$ cat src/rtl/d8_regfile_pkg.sv
// Shared types and defaults for the d8 register file.
// Holds the sweep FSM state encoding and the default geometry.
package d8_regfile_pkg;

    localparam int DEF_DATA_W = 8;
    localparam int DEF_ADDR_W = 4;

    typedef enum logic {
        D8_RF_IDLE  = 1'b0,
        D8_RF_CLEAR = 1'b1
    } rf_state_e;

endpackage

$ cat src/rtl/d8_regfile_clear.sv
// Clear-sweep controller: walks every entry once, writing zero, after reset or clr.
// busy comes straight from the state register, so there is no clr-to-busy path.
module d8_regfile_clear
    import d8_regfile_pkg::*;
#(
    parameter int ADDR_W = DEF_ADDR_W
) (
    input  logic              sys_clk,
    input  logic              sys_rst,
    input  logic              clr,
    output logic              busy,
    output logic              clr_we,
    output logic [ADDR_W-1:0] clr_addr,
    output rf_state_e         state
);

    localparam logic [ADDR_W-1:0] LAST = {ADDR_W{1'b1}};

    logic [ADDR_W-1:0] cnt;

    always_ff @(posedge sys_clk) begin
        if (sys_rst) begin
            state <= D8_RF_CLEAR;
            cnt   <= '0;
        end else begin
            case (state)
                D8_RF_IDLE: begin
                    if (clr) begin
                        state <= D8_RF_CLEAR;
                        cnt   <= '0;
                    end
                end
                D8_RF_CLEAR: begin
                    // A clr during the sweep still zeroes the current entry, then restarts.
                    if (clr) begin
                        cnt <= '0;
                    end else begin
                        cnt <= cnt + 1'b1;
                        if (cnt == LAST) begin
                            state <= D8_RF_IDLE;
                        end
                    end
                end
            endcase
        end
    end

    assign busy     = (state == D8_RF_CLEAR);
    assign clr_we   = busy && !sys_rst;
    assign clr_addr = cnt;

endmodule

$ cat src/rtl/d8_regfile.sv
// d8 register file: two read ports, two write ports (w1 has priority), same-cycle
// forwarding, and a sequential clear sweep so storage needs no per-entry reset.
module d8_regfile
    import d8_regfile_pkg::*;
#(
    parameter int DATA_W = DEF_DATA_W,
    parameter int ADDR_W = DEF_ADDR_W
) (
    input  logic              sys_clk,
    input  logic              sys_rst,
    input  logic              clr,
    output logic              busy,
    input  logic [ADDR_W-1:0] addr_a,
    input  logic [ADDR_W-1:0] addr_b,
    output logic [DATA_W-1:0] qa,
    output logic [DATA_W-1:0] qb,
    input  logic              w0,
    input  logic [ADDR_W-1:0] addr_w0,
    input  logic [DATA_W-1:0] data_w0,
    input  logic              w1,
    input  logic [ADDR_W-1:0] addr_w1,
    input  logic [DATA_W-1:0] data_w1,
    output rf_state_e         dbg_state
);

    localparam int DEPTH = 2 ** ADDR_W;

    logic [DATA_W-1:0] regs [DEPTH];
    logic              clr_we;
    logic [ADDR_W-1:0] clr_addr;
    logic              user_we;

    d8_regfile_clear #(
        .ADDR_W (ADDR_W)
    ) u_clear (
        .sys_clk  (sys_clk),
        .sys_rst  (sys_rst),
        .clr      (clr),
        .busy     (busy),
        .clr_we   (clr_we),
        .clr_addr (clr_addr),
        .state    (dbg_state)
    );

    // Write ports have no handshake: callers hold w0/w1 low while busy; anything
    // presented during reset, the sweep, or the clr request cycle is dropped.
    assign user_we = !sys_rst && !busy && !clr;

    always_ff @(posedge sys_clk) begin
        if (clr_we) begin
            regs[clr_addr] <= '0;
        end else if (user_we) begin
            if (w0) regs[addr_w0] <= data_w0;
            // Issued last so it wins an address collision with port 0.
            if (w1) regs[addr_w1] <= data_w1;
        end
    end

    function automatic logic [DATA_W-1:0] read_port(input logic [ADDR_W-1:0] addr);
        logic [DATA_W-1:0] q;
        q = regs[addr];
        if (sys_rst || busy)               q = '0;
        else if (w1 && (addr_w1 == addr))  q = data_w1;
        else if (w0 && (addr_w0 == addr))  q = data_w0;
        return q;
    endfunction

    always_comb begin
        qa = read_port(addr_a);
        qb = read_port(addr_b);
    end

endmodule

$ cat config.mk
export PLATFORM = sky130hd
export DESIGN_NAME = d8_regfile
export DESIGN_NICKNAME = d
export VERILOG_FILES = /design/src/rtl/d8_regfile_pkg.sv /design/src/rtl/d8_regfile_clear.sv /design/src/rtl/d8_regfile.sv
export SDC_FILE = /design/constraint.sdc
export NUM_CORES = 1
export LEC_CHECK = 0
export BUFFER_PORTS_ARGS = -buffer_cell sky130_fd_sc_hd__buf_2
export CAP_MARGIN = 20
export CORE_MARGIN = 3
export CORE_UTILIZATION = 35
export DETAILED_ROUTE_END_ITERATION = 10
export GPL_ROUTABILITY_DRIVEN = 0
export GPL_TIMING_DRIVEN = 0
export SETUP_SLACK_MARGIN = 0.5
export SLEW_MARGIN = 0
export SYNTH_ARGS = -nofsm -noshare
export SYNTH_HDL_FRONTEND = slang
export SYNTH_HIERARCHICAL = 1
export SYNTH_SLANG_ARGS = --single-unit
$ cat constraint.sdc
create_clock -name sys_clk -period 7.79 [get_ports sys_clk]
set_clock_uncertainty 0.2 [all_clocks]
set_input_delay 0.779 -clock sys_clk [delete_from_list [all_inputs] [get_ports sys_clk]]
set_output_delay 0.779 -clock sys_clk [all_outputs]
set_load 0.01 [all_outputs]
* After elaboration in Yosys (flattened, before gate mapping) *
Memory sizes are Yosys's and may differ from the RTL's.
Index checks and enable logic that the tools add are counted.

storage, ports and cells
  bits in writable memories = 128
  bits of input ports = 37
  memories = 1
  flip-flop bits (word level) = 5

memories
  memory  words  width  rd ports  clocked after Yosys merged registers in  wr ports  RTL line          text
  regs    16     8      2         0                                        2         d8_regfile.sv:28  logic [DATA_W-1:0] regs [DEPTH];

cells by class
  equality and inequality tests = 6
  add/subtract/negate cells = 1
  bitwise logic cells = 1
  reduce and logical (&&, ||, !) cells = 12
  muxes and demuxes = 26

operators by type and width
  cell                   count
  $mux W8                7
  $eq A4 B4 Y1           4
  $mux W1                14
  $mux W4                3
  $pmux W4 S2            1
  $reduce_or A8 Y1       1
  $logic_and A1 B1 Y1    7
  $add A4 B1 Y4 const B  1
  $eq A4 B4 Y1 const B   1
  $logic_not A1 Y1       3
  $ne A2 B2 Y1 const B   1
  $pmux W1 S2            1
  $logic_or A1 B1 Y1     1
  $not A1 Y1             1

* Logic depth before layout (Yosys ltp) *
Gate-level depths: netlist (run 1).

  depth in word-level cells = 8
  gate-level depth with buffers = 8
  mapped depth without buffers = 6

* By module *
The synthesis (run 1) kept the hierarchy.

by module, submodules not included
  module            cells an instance  instances  seq. area each (sq um)  area an instance (sq um)
  d8_regfile        709                1          3843.7                  8229.1
  d8_regfile_clear  23                 1          100.1                   254.0

* Worst setup path before layout (run 1) *
No wires, ideal clock.

  path type = input port to output port
  from = input addr_a[0]
  to = output qa[0]
  arrival time = 2.262 ns
  data required time = 6.811 ns
  stages = 7
  path slack = 4.549 ns
  cell sequence = buf_2 buf_4 mux4_2 a22oi_1 nand2_1 a221oi_1 nor2_1

between the ends
  word-level cells in the longest chain between the ends = 5
  elaborated cells on any way between the ends = 8
  those cells by class = eq/ne: 2; mux: 3; reduce/logical: 2; memory: 1

ends and longest elaborated chain
  element                                                                 RTL line          text
  start: declaration                                                      d8_regfile.sv:13  input logic [ADDR_W-1:0] addr_a,
  parallel branches: the longest is 3 deep, another holds $mem_v2 Z16 W8  -
  $mux W8 (*)                                                             d8_regfile.sv:63  else if (w1 && (addr_w1 == addr)) q = data_w1;
  $mux W8 (*)                                                             d8_regfile.sv:62  if (sys_rst || busy) q = '0;
  end: declaration                                                        d8_regfile.sv:15  output logic [DATA_W-1:0] qa,

Every way passes the cells marked *.

* Worst setup path in the final report (run 1) *
  from = input addr_a[1]
  to = output qa[7]

The elaborated chain is that of the path after synthesis.

==> parameters.txt, run 1 <==
Parameter                              Value

Status
  Status ... finished clean

Global route
  GRT overflow ... 0
  Met3 track utilization from global routing ... 3.14%
  Most crowded layer after global routing ... met2
  First-pass GRT wire length ... 36600 um
  Largest net degree at the start of global routing ... 17
  Met2 routing resource usage after global routing ... 34.0%
  Total track usage ... ~19%
  Vias in the first global route ... 6313
  Routing usage on met1 ... between 20% and 30%
  Number of antenna violations at the first check in global routing ... 0

Pwr
  Fraction of power consumed by sequential logic ... a little under half
  Switching power share of the total ... 22.8%
  Proportion of power drawn by the clock network ... 47.3%
  Total internal power ... 1320 uW
  Largest vdd supply drop ... ~0.00016 V
  Switching pwr ... 392 uW
  Pwr Density ... 177 nW/um^2
  Power share of the combinational group ... 7.3%
  Static power due to leakage ... about 0.0035 uW

Flow run
  Max-Cap Viols ... 0

Clock tree
  Post-CTS Setup Repair Bufs ... 0
  Sink count of the clock tree ... 133
  Insertion delay of the later-clocked pin in the worst-skew pair ... 0.42 ns
  TritonCTS clock tree ... yes
  Clock-pin slew of the registers on the worst-case setup and hold paths ... 0.06 ns
  Cell at the root of the clock tree ... clkbuf_16
  CTS resizes ... 0
  H-Tree Depth ... 4
  Hold-fix buffer count after cts ... 0
  Clock tree buffer depth ... 2
  Number of clock buffers inserted by TritonCTS ... 17

Setup path
  Internal reg-to-reg setup slack ... 4.51 ns
  Critical-path maximum fanout ... 10
  Worst setup path startpoint ... addr_a[1]
  CP endpoint ... qa[7]
  Startpoint type of the worst setup path ... input pin
  Count of cells along the worst register-to-register path ... 7
  Data required time at the worst endpoint ... roughly 7 ns
  Worst Path Class, Setup ... in -> out
  Reg-to-reg endpoint ... regs[4][1]
  Endpoint class of the critical path ... primary output
  Worst R2R Start ... u_clear/busy
  Crit path arrival time ... 3.06 ns

Logic synthesis
  Ranking of synthesized cells by area ... edfxtp_1 45%, mux4_2 17%, o21ai_0 6.4%
  Register area share after synthesis ... 46.5%
  Count of yosys warnings during synthesis ... 6
  Register bit total from synthesis ... 133
  Post-Synth Adder-Cell Area ... 0.147%
  Per-instance average area after synthesis ... 11.6 um^2
  Synthesized-area fraction occupied by xor and xnor cells ... 1.76%
  Synth async-reset ratio ... 0%
  Post-synthesis cell area ... 8480 um^2
  Number of distinct library cell variants in the gate-level netlist after synthesis ... 49
  Synthesized netlist net count ... 770
  Area share of the largest cell type after synthesis ... 45.3%
  Number of cells produced by synthesis ... 732
  Mux cell area share after synthesis ... 20.5%
  Synth Area in Compound Gates ... 13.0%
  Main combinational cell family by area after synthesis ... multiplexers
  Number of flops mapped to enable cells by yosys ... 128
  Simple-gate portion of the synthesized area ... 13.9%
  Synth area leader ... edfxtp_1
  Primary flip-flop cell chosen by synthesis mapping ... edfxtp_1

Route
  Routed wire length per instance ... 21.4 um
  Post-detailed-route via-to-cell ratio ... approximately 5.5
  Final Routed Wirelength ... 24100 um
  Number of vias in the routed layout ... 6242
  Residual DRC ... 0
  DR iter-0 viols ... 541
  Number of routed nets with antenna violations ... 0
  TritonRoute pass-1 iters ... 5

Layout
  Number of nets in the layout ... a little over 800
  Total area of sequential cells ... 3940 um^2
  Fraction of final layout cells sized beyond drive strength 1 ... 23.4%
  Inserted Diodes ... 0
  Fill cell instance count of the final layout ... 2231
  Commonest cells after routing, fill and taps aside ... 130 x nand2_1, 128 x edfxtp_1, 108 x o21ai_0, 64 x mux4_2, 50 x buf_2
  Area Growth Syn to Fin ... 14.1%
  Area used by multi-input combinational logic ... about 4200 um^2
  Commonest non-fill, non-tap cell in the layout ... nand2_1
  Post-route design area ... 9680 um^2

Place
  Cell area after placement ... 9090 um^2
  HPWL reported at the end of detailed placement ... 18900 um
  # port buffers ... 40

Floorplanning
  Total core area ... between 20000 and 25000 um^2
  Top-level I/O count ... 55
  Number of placement rows ... 56
  Initial core utilization ... 35.9%
  Width of the chip ... ~160 um
  Overall die height ... 162 um
  Total die area ... 26100 um^2

Timing
  Normalized max-slew margin ... 35.8%
  Final period demand of the worst path ... 4.04 ns
  Transition at the pin with the smallest max-transition slack ... 0.957 ns
  Achievable Freq ... 248 MHz
  Final number of hold-violating endpoints ... 0
  Setup_tns ... 0 ns
  Setup repair after global routing missed its margin ... no
  Fin. max-slew vios ... 0
  Final setup violation count ... 0
  Final Cycle Share ... 51.8%

Hold path
  Kind of path behind the tightest hold check ... reg -> reg
  Hold path startpoint ... u_clear/clr_addr[3]
==> cell usage after synthesis, types with 2 or more instances <==
| master | count |
|---|---|
| and2_1 | 10 |
| o21ai_0 | 109 |
| nand3_1 | 4 |
| mux2_1 | 8 |
| clkbuf_1 | 40 |
| buf_4 | 5 |
| dfxtp_1 | 5 |
| nor4_2 | 2 |
| inv_1 | 5 |
| and3_1 | 3 |
| nor2b_1 | 5 |
| a22oi_1 | 32 |
| nand2_1 | 130 |
| a221oi_1 | 16 |
| and4_1 | 2 |
| mux4_2 | 64 |
| nand4_1 | 2 |
| buf_6 | 6 |
| nor3_2 | 10 |
| xor2_1 | 6 |
| buf_2 | 8 |
| nand4_4 | 2 |
| nor2_4 | 2 |
| o21bai_1 | 14 |
| nor3b_1 | 7 |
| mux2_2 | 16 |
| nor2_1 | 38 |
| xnor2_1 | 11 |
| nor3_1 | 6 |
| buf_1 | 12 |
| edfxtp_1 | 128 |
| o21ai_1 | 2 |
| o21a_1 | 2 |
| or3_1 | 2 |
| a31oi_1 | 4 |
==> power groups by stage <==
stage,combinational (uW),clock [uW],sequential [uW]
after CTS,125,815,780
after global placement,123,0,794
after detailed placement,124,0,794
final,126,812,780
after global routing,135,847,780
after floorplan,81.8,0,794
==> cell families after synthesis <==
group,Yosys count
simple gates,233
compound gates,182
flops,133
mux,90
buf+inv,76
xor+xnor,17
fa+ha+maj,1
==> how the worst min path moves through the flow <==
| stage | endpoint | cells past startpoint |
|---|---|---|
| 2_1_floorplan | u_clear/busy | 2 |
| 4_1_cts | u_clear/busy | 2 |
| 6_report | u_clear/busy | 2 |
| 5_1_grt | u_clear/busy | 2 |
| 3_5_place_dp | u_clear/busy | 2 |
| 3_3_place_gp | u_clear/busy | 2 |
==> final cells by class <==
class	count	share of cell area (%)
Buffer	71	3.51
Clock buffer	19	4.47
Clock inverter	13	1.63
Inverter	5	0.194
Multi-Input combinational cell	523	43.2
Sequential cell	133	40.7
Tap cell	319	4.12
Timing Repair Buffer	42	2.17
==> flip-flops by register name (all words and copies together), names as in the netlist <==
signal,cells
u_clear/busy,1
u_clear/clr_addr,4
regs,128
==> worst max-delay path, cell delays in order <==
cell,delay [ns]
buf_2,0.21
clkbuf_1,0.67
mux4_2,0.44
a22oi_1,0.25
nand2_1,0.08
a221oi_1,0.40
nor2_1,0.08
buf_2,0.15
==> routing by layer <==
metal  vias to the layer above  wire length (um)
li1                       2933                 -
met1                      3089             10000
met2                       191             12500
met3                        29              1280
met4                         0               289
met5                         -                 0
==> per-stage QoR <==
step	hold WS [ns]	util (%)	setup WS, ns	instances	power (uW)
2_1_floorplan	0.332	-	4.55	732	875
3_3_place_gp	0.375	38.5	3.68	1091	917
3_5_place_dp	0.375	38.5	3.82	1093	919
4_1_cts	0.391	41.0	3.82	1125	1720
5_1_grt	0.436	41.0	3.68	1125	1760
6_report	0.387	41.0	3.75	1125	1720
Power figures use the tool's default switching activity.
==> run 2: changes to the inputs <==
==> constraint.sdc (replaced) <==
create_clock -name sys_clk -period 4.05 [get_ports sys_clk]
set_clock_uncertainty 0.2 [all_clocks]
set_input_delay 0.405 -clock sys_clk [delete_from_list [all_inputs] [get_ports sys_clk]]
set_output_delay 0.405 -clock sys_clk [all_outputs]
set_load 0.01 [all_outputs]
==> parameters.txt, run 2 (same netlist as run 1, synthesis figures left out) <==
Parameter                              Value

Floorplanning
  Number of placement rows ... 56 (unchanged)
  Initial core utilization ... 35.9% (unchanged)
  Width of the chip ... 162 um (unchanged)
  Total die area ... 26100 um^2 (unchanged)
  Top-level I/O count ... 55 (unchanged)
  Overall die height ... 162 um (unchanged)
  Total core area ... 23600 um^2 (unchanged)

Hold path
  Kind of path behind the tightest hold check ... in -> reg (was reg -> reg)

Clock tree
  Cell at the root of the clock tree ... clkbuf_16 (unchanged)
  Hold-fix buffer count after cts ... 0 (unchanged)
  TritonCTS clock tree ... yes (unchanged)
  Sink count of the clock tree ... 133 (unchanged)
  Number of clock buffers inserted by TritonCTS ... 17 (unchanged)
  CTS resizes ... 0 (unchanged)
  Clock tree buffer depth ... 2 (unchanged)
  Insertion delay of the later-clocked pin in the worst-skew pair ... 0.42 ns (about the same)
  Clock-pin slew of the registers on the worst-case setup and hold paths ... 0.06 ns (about the same)
  Post-CTS Setup Repair Bufs ... 0 (unchanged)
  H-Tree Depth ... 4 (unchanged)

Route
  Post-detailed-route via-to-cell ratio ... 5.54 (was 5.55)
  DR iter-0 viols ... 618 (was 541)
  Number of vias in the routed layout ... 6238 (was 6242)
  Routed wire length per instance ... 21.4 um (about the same)
  Residual DRC ... 0 (unchanged)
  Number of routed nets with antenna violations ... 0 (unchanged)
  TritonRoute pass-1 iters ... 5 (unchanged)
  Final Routed Wirelength ... 24100 um (about the same)

Global route
  Largest net degree at the start of global routing ... 17 (unchanged)
  GRT overflow ... 0 (unchanged)
  First-pass GRT wire length ... 36600 um (about the same)
  Number of antenna violations at the first check in global routing ... 0 (unchanged)
  Vias in the first global route ... 6309 (was 6313)
  Total track usage ... 18.6% (about the same)

Pwr
  Total chip power ... 3300 uW (was 1720 uW)
  Pwr Density ... 341 nW/um^2 (was 177 nW/um^2)
  Static power due to leakage ... 0.00348 uW (unchanged)
  Largest vdd supply drop ... 0.000310 V (was 0.000161 V)

Layout
  Area Growth Syn to Fin ... 14.1% (unchanged)
  Commonest cells after routing, fill and taps aside ... 130 x nand2_1, 128 x edfxtp_1, 108 x o21ai_0, 64 x mux4_2, 50 x buf_2 (unchanged)
  Inserted Diodes ... 0 (unchanged)
  Register with the most flip-flops ... regs (unchanged)
  Flip-flop count of the largest register after layout ... 128 (unchanged)
  Fill cell instance count of the final layout ... 2231 (unchanged)
  Fraction of final layout cells sized beyond drive strength 1 ... 23.4% (unchanged)
  Commonest non-fill, non-tap cell in the layout ... nand2_1 (unchanged)
  Number of nets in the layout ... 831 (unchanged)

Setup path
  Data required time at the worst endpoint ... 3.89 ns (was 6.81 ns)
  Worst Path Class, Setup ... reg -> reg (was in -> out)
  Startpoint type of the worst setup path ... register (was input pin)
  Endpoint class of the critical path ... register (was primary output)
  Critical-path maximum fanout ... 10 (unchanged)
  Internal reg-to-reg setup slack ... 0.75 ns (was 4.51 ns)
  Crit path arrival time ... 3.14 ns (was 3.06 ns)

Timing
  Final Cycle Share ... between 80% and 90%
  Final period demand of the worst path ... 3.30 ns
  Final setup violation count ... 0 (unchanged)
  Final number of hold-violating endpoints ... 0 (unchanged)
  Setup_tns ... 0 ns (unchanged)
  Setup repair after global routing missed its margin ... no (unchanged)
  Fin. max-slew vios ... 0 (unchanged)
  Transition at the pin with the smallest max-transition slack ... 0.942 ns (was 0.957 ns)
  Achievable Freq ... 303 MHz
  Normalized max-slew margin ... 36.8% (was 35.8%)

Flow run
  Max-Cap Viols ... 0 (unchanged)

Place
  HPWL reported at the end of detailed placement ... 18900 um (unchanged)
  # port buffers ... 40 (unchanged)

Status
  Status ... finished clean (unchanged)
-- run 2: cell counts in the layout (fill, tap and decap cells not counted) --
Identical to the previous run, type by type.
-- run 2: area by class of cell --
| cell class | count | area, um^2 | area share [%] |
|---|---|---|---|
| Sequential cell | 133 | 3940 | 40.7 |
| Clock buffer | 19 | 433 | 4.47 |
| Tap cell | 319 | 399 | 4.12 |
| Multi-Input combinational cell | 523 | 4180 | 43.2 |
| Inverter | 5 | 18.8 | 0.194 |
| Buffer | 71 | 340 | 3.51 |
| Timing Repair Buffer | 42 | 210 | 2.17 |
| Clock inverter | 13 | 158 | 1.63 |
-- run 2: critical path, stage by stage, from the launching register on --
cell      delay (ns)
dfxtp_1         0.48
buf_6           0.19
nor2b_1         0.40
nor3_4          0.17
buf_6           0.18
nor3b_1         0.19
o21ai_0         0.27
o21bai_1        0.83
-- run 2: path summary, 6_finish.rpt --
kind | endpoint | depth (start not counted) | start
max | regs[4][1] | 7 | u_clear/busy
min | u_clear/clr_addr[0] | 3 | sys_rst
max reg2reg | regs[4][1] | 7 | u_clear/busy
min reg2reg | u_clear/busy | 2 | u_clear/clr_addr[3]
-- run 2: stage by stage --
stage               util, %  cells  area, um^2  worst slack (ns)  hold WS [ns]
floorplan                 -    732        8480              1.29         0.332
global placement       38.5   1091        9080             0.310         0.375
detailed placement     38.5   1093        9090             0.677         0.375
CTS                    41.0   1125        9680             0.775         0.234
global route           41.0   1125        9680             0.566         0.264
finish                 41.0   1125        9680             0.754         0.245
-- run 2: layer usage --
metal | GRT usage (%) | routed length (um) | vias up
met5 | 0 | 0 | -
met4 | 4.15 | 277 | 0
met2 | 34.1 | 12500 | 191
met1 | 23.0 | 10000 | 3086
li1 | - | - | 2934
met3 | 3.14 | 1290 | 27
-- run 2: report_power, final --
part           switching, uW  internal (uW)  total [uW]
Combinational            151           89.8         241
Clock                    596            964        1560
Sequential              5.02           1490        1500
==> run 3: changes to the inputs <==
==> constraint.sdc (replaced) <==
create_clock -name sys_clk -period 3 [get_ports sys_clk]
set_clock_uncertainty 0.2 [all_clocks]
set_input_delay 0.3 -clock sys_clk [delete_from_list [all_inputs] [get_ports sys_clk]]
set_output_delay 0.3 -clock sys_clk [all_outputs]
set_load 0.01 [all_outputs]
==> parameters.txt, run 3 (same netlist as run 1, synthesis figures left out) <==
Parameter                              Value

Status
  Status ... finished clean (unchanged)

Place
  Cell area after placement ... 9180 um^2 (was 9090 um^2)
  # port buffers ... 40 (unchanged)
  HPWL reported at the end of detailed placement ... 19100 um (was 18900 um)

Clock tree
  Cell at the root of the clock tree ... clkbuf_16 (unchanged)
  Hold-fix buffer count after cts ... 0 (unchanged)
  Clock tree buffer depth ... 2 (unchanged)
  Sink count of the clock tree ... 133 (unchanged)
  H-Tree Depth ... 4 (unchanged)
  TritonCTS clock tree ... yes (unchanged)
  Insertion delay of the later-clocked pin in the worst-skew pair ... 0.42 ns (about the same)
  Clock-pin slew of the registers on the worst-case setup and hold paths ... 0.06 ns (about the same)
  Number of clock buffers inserted by TritonCTS ... 17 (unchanged)

Setup path
  Endpoint class of the critical path ... primary output (was register)
  Worst R2R Start ... u_clear/busy (unchanged)
  Crit path arrival time ... 2.12 ns (was 3.14 ns)
  Startpoint type of the worst setup path ... register (unchanged)
  Count of cells along the worst register-to-register path ... 8 (was 7)
  Internal reg-to-reg setup slack ... 0.57 ns (was 0.75 ns)
  Worst Path Class, Setup ... reg -> out (was reg -> reg)
  Reg-to-reg endpoint ... regs[3][2] (was regs[4][1])
  Worst setup path startpoint ... regs[3][3] (was u_clear/busy)
  Critical-path maximum fanout ... 2 (was 10)
  Data required time at the worst endpoint ... 2.50 ns (was 3.89 ns)

Floorplanning
  Width of the chip ... 162 um (unchanged)
  Overall die height ... 162 um (unchanged)
  Number of placement rows ... 56 (unchanged)
  Top-level I/O count ... 55 (unchanged)
  Total core area ... 23600 um^2 (unchanged)
  Initial core utilization ... 35.9% (unchanged)
  Total die area ... 26100 um^2 (unchanged)

Pwr
  Total internal power ... 3540 uW (was 2550 uW)
  Proportion of power drawn by the clock network ... 47.6% (was 47.3%)
  Fraction of power consumed by sequential logic ... 43.9% (was 45.4%)
  Switching pwr ... 1070 uW (was 752 uW)
  Static power due to leakage ... 0.00397 uW (was 0.00348 uW)
  Pwr Density ... 429 nW/um^2 (was 341 nW/um^2)
  Power share of the combinational group ... 8.5% (was 7.3%)
  Switching power share of the total ... 23.2% (was 22.8%)
  Largest vdd supply drop ... 0.000399 V (was 0.000310 V)

Layout
  Area Growth Syn to Fin ... 26.6% (was 14.1%)
  Register with the most flip-flops ... regs (unchanged)
  Commonest non-fill, non-tap cell in the layout ... nand2_1 (unchanged)
  Commonest cells after routing, fill and taps aside ... 130 x nand2_1, 128 x edfxtp_1, 103 x o21ai_0, 64 x mux4_2, 49 x buf_2 (was 130 x nand2_1, 128 x edfxtp_1, 108 x o21ai_0, 64 x mux4_2, 50 x buf_2)
  Inserted Diodes ... 0 (unchanged)
  Flip-flop count of the largest register after layout ... 128 (unchanged)
  Fraction of final layout cells sized beyond drive strength 1 ... 37.7% (was 23.4%)
  Final core utilization ... 45.5% (was 41.0%)
  Post-route design area ... 10700 um^2 (was 9680 um^2)
  Number of nets in the layout ... 857 (was 831)

Timing
  Final number of hold-violating endpoints ... 0 (unchanged)
  Normalized max-slew margin ... 39.1% (was 36.8%)
  Final period demand of the worst path ... roughly 2.6 ns
  Setup_tns ... 0 ns (unchanged)
  Setup repair after global routing missed its margin ... yes (was no)
  Final Cycle Share ... about 87%
  Achievable Freq ... 382 MHz
  Fin. max-slew vios ... 0 (unchanged)
  Transition at the pin with the smallest max-transition slack ... 0.910 ns (was 0.942 ns)
  Final setup violation count ... 0 (unchanged)

Route
  Final Routed Wirelength ... 25300 um (was 24100 um)
  DR iter-0 viols ... 524 (was 618)
  Routed wire length per instance ... 22.0 um (was 21.4 um)
  Number of vias in the routed layout ... 6499 (was 6238)
  TritonRoute pass-1 iters ... 5 (unchanged)
  Residual DRC ... 0 (unchanged)
  Post-detailed-route via-to-cell ratio ... 5.65 (was 5.54)
  Number of routed nets with antenna violations ... 0 (unchanged)

Flow run
  Max-Cap Viols ... 0 (unchanged)

Hold path
  Hold path startpoint ... sys_rst (unchanged)
  Endpoint with the worst hold slack ... u_clear/clr_addr[3] (was u_clear/clr_addr[0])
  Worst hold path depth ... 3 (unchanged)
  Kind of path behind the tightest hold check ... in -> reg (unchanged)

Global route
  First-pass GRT wire length ... 39200 um (was 36600 um)
  GRT overflow ... 0 (unchanged)
  Number of antenna violations at the first check in global routing ... 0 (unchanged)
  Largest net degree at the start of global routing ... 17 (unchanged)
  Total track usage ... 19.9% (was 18.6%)
  Vias in the first global route ... 6771 (was 6309)
run 3: power groups by stage:
stage / Sequential [uW] / Clock [uW] / Combinational, uW
after CTS: 2020 / 2190 / 377
final: 2020 / 2200 / 390
after detailed placement: 2060 / 0 / 330
after global routing: 2020 / 2280 / 414
after global placement: 2060 / 0 / 325
after floorplan: 2060 / 0 / 219
run 3: worst max-delay path, cell delays in order, from the launching register on:
cell	delay (ns)
edfxtp_1	0.39
mux4_2	0.51
a22oi_1	0.20
nand2_1	0.09
a221oi_2	0.29
nor2_1	0.07
buf_2	0.14
run 3: how the worst max path moves through the flow:
stage / end / slack, ns / depth (start not counted)
5_1_grt: qb[4] / 0.30 / 6
6_report: qb[3] / 0.38 / 6
3_5_place_dp: regs[1][6] / -0.28 / 6
4_1_cts: qb[5] / 0.41 / 6
3_3_place_gp: regs[1][6] / -0.27 / 6
2_1_floorplan: regs[1][0] / 0.47 / 7
run 3: cell type report:
cell class                      count  area [um^2]
Sequential cell                   133         3950
Clock buffer                       17          425
Buffer                             71          434
Multi-Input combinational cell    523         4810
Inverter                            5         18.8
Timing Repair Buffer               68          523
Fill cell                        2134        12900
Clock inverter                     14          185
Tap cell                          319          399
run 3: through the flow:
step	setup slack, ns	cells	hold slack [ns]	total power, uW
after floorplan	0.467	732	0.320	2280
after global placement	-0.266	1091	0.376	2390
after detailed placement	-0.279	1091	0.379	2390
after CTS	0.406	1142	0.143	4590
after global routing	0.304	1150	0.178	4720
final	0.380	1150	0.165	4610
run 3: routing by layer:
layer | global-route usage (%) | part of all wire [%] | vias to the layer above
met5 | 0 | 0 | -
met3 | 3.52 | 5.7 | 42
met4 | 5.93 | 2.2 | 0
li1 | - | - | 2993
met2 | 36.0 | 53 | 201
met1 | 24.4 | 40 | 3263
run 3: what timing repair did:
action                                  CTS  global route
endpoints found under the setup margin  261           154
pin swaps                                65            18
setup buffers                            20             8
resized for setup                       128            16
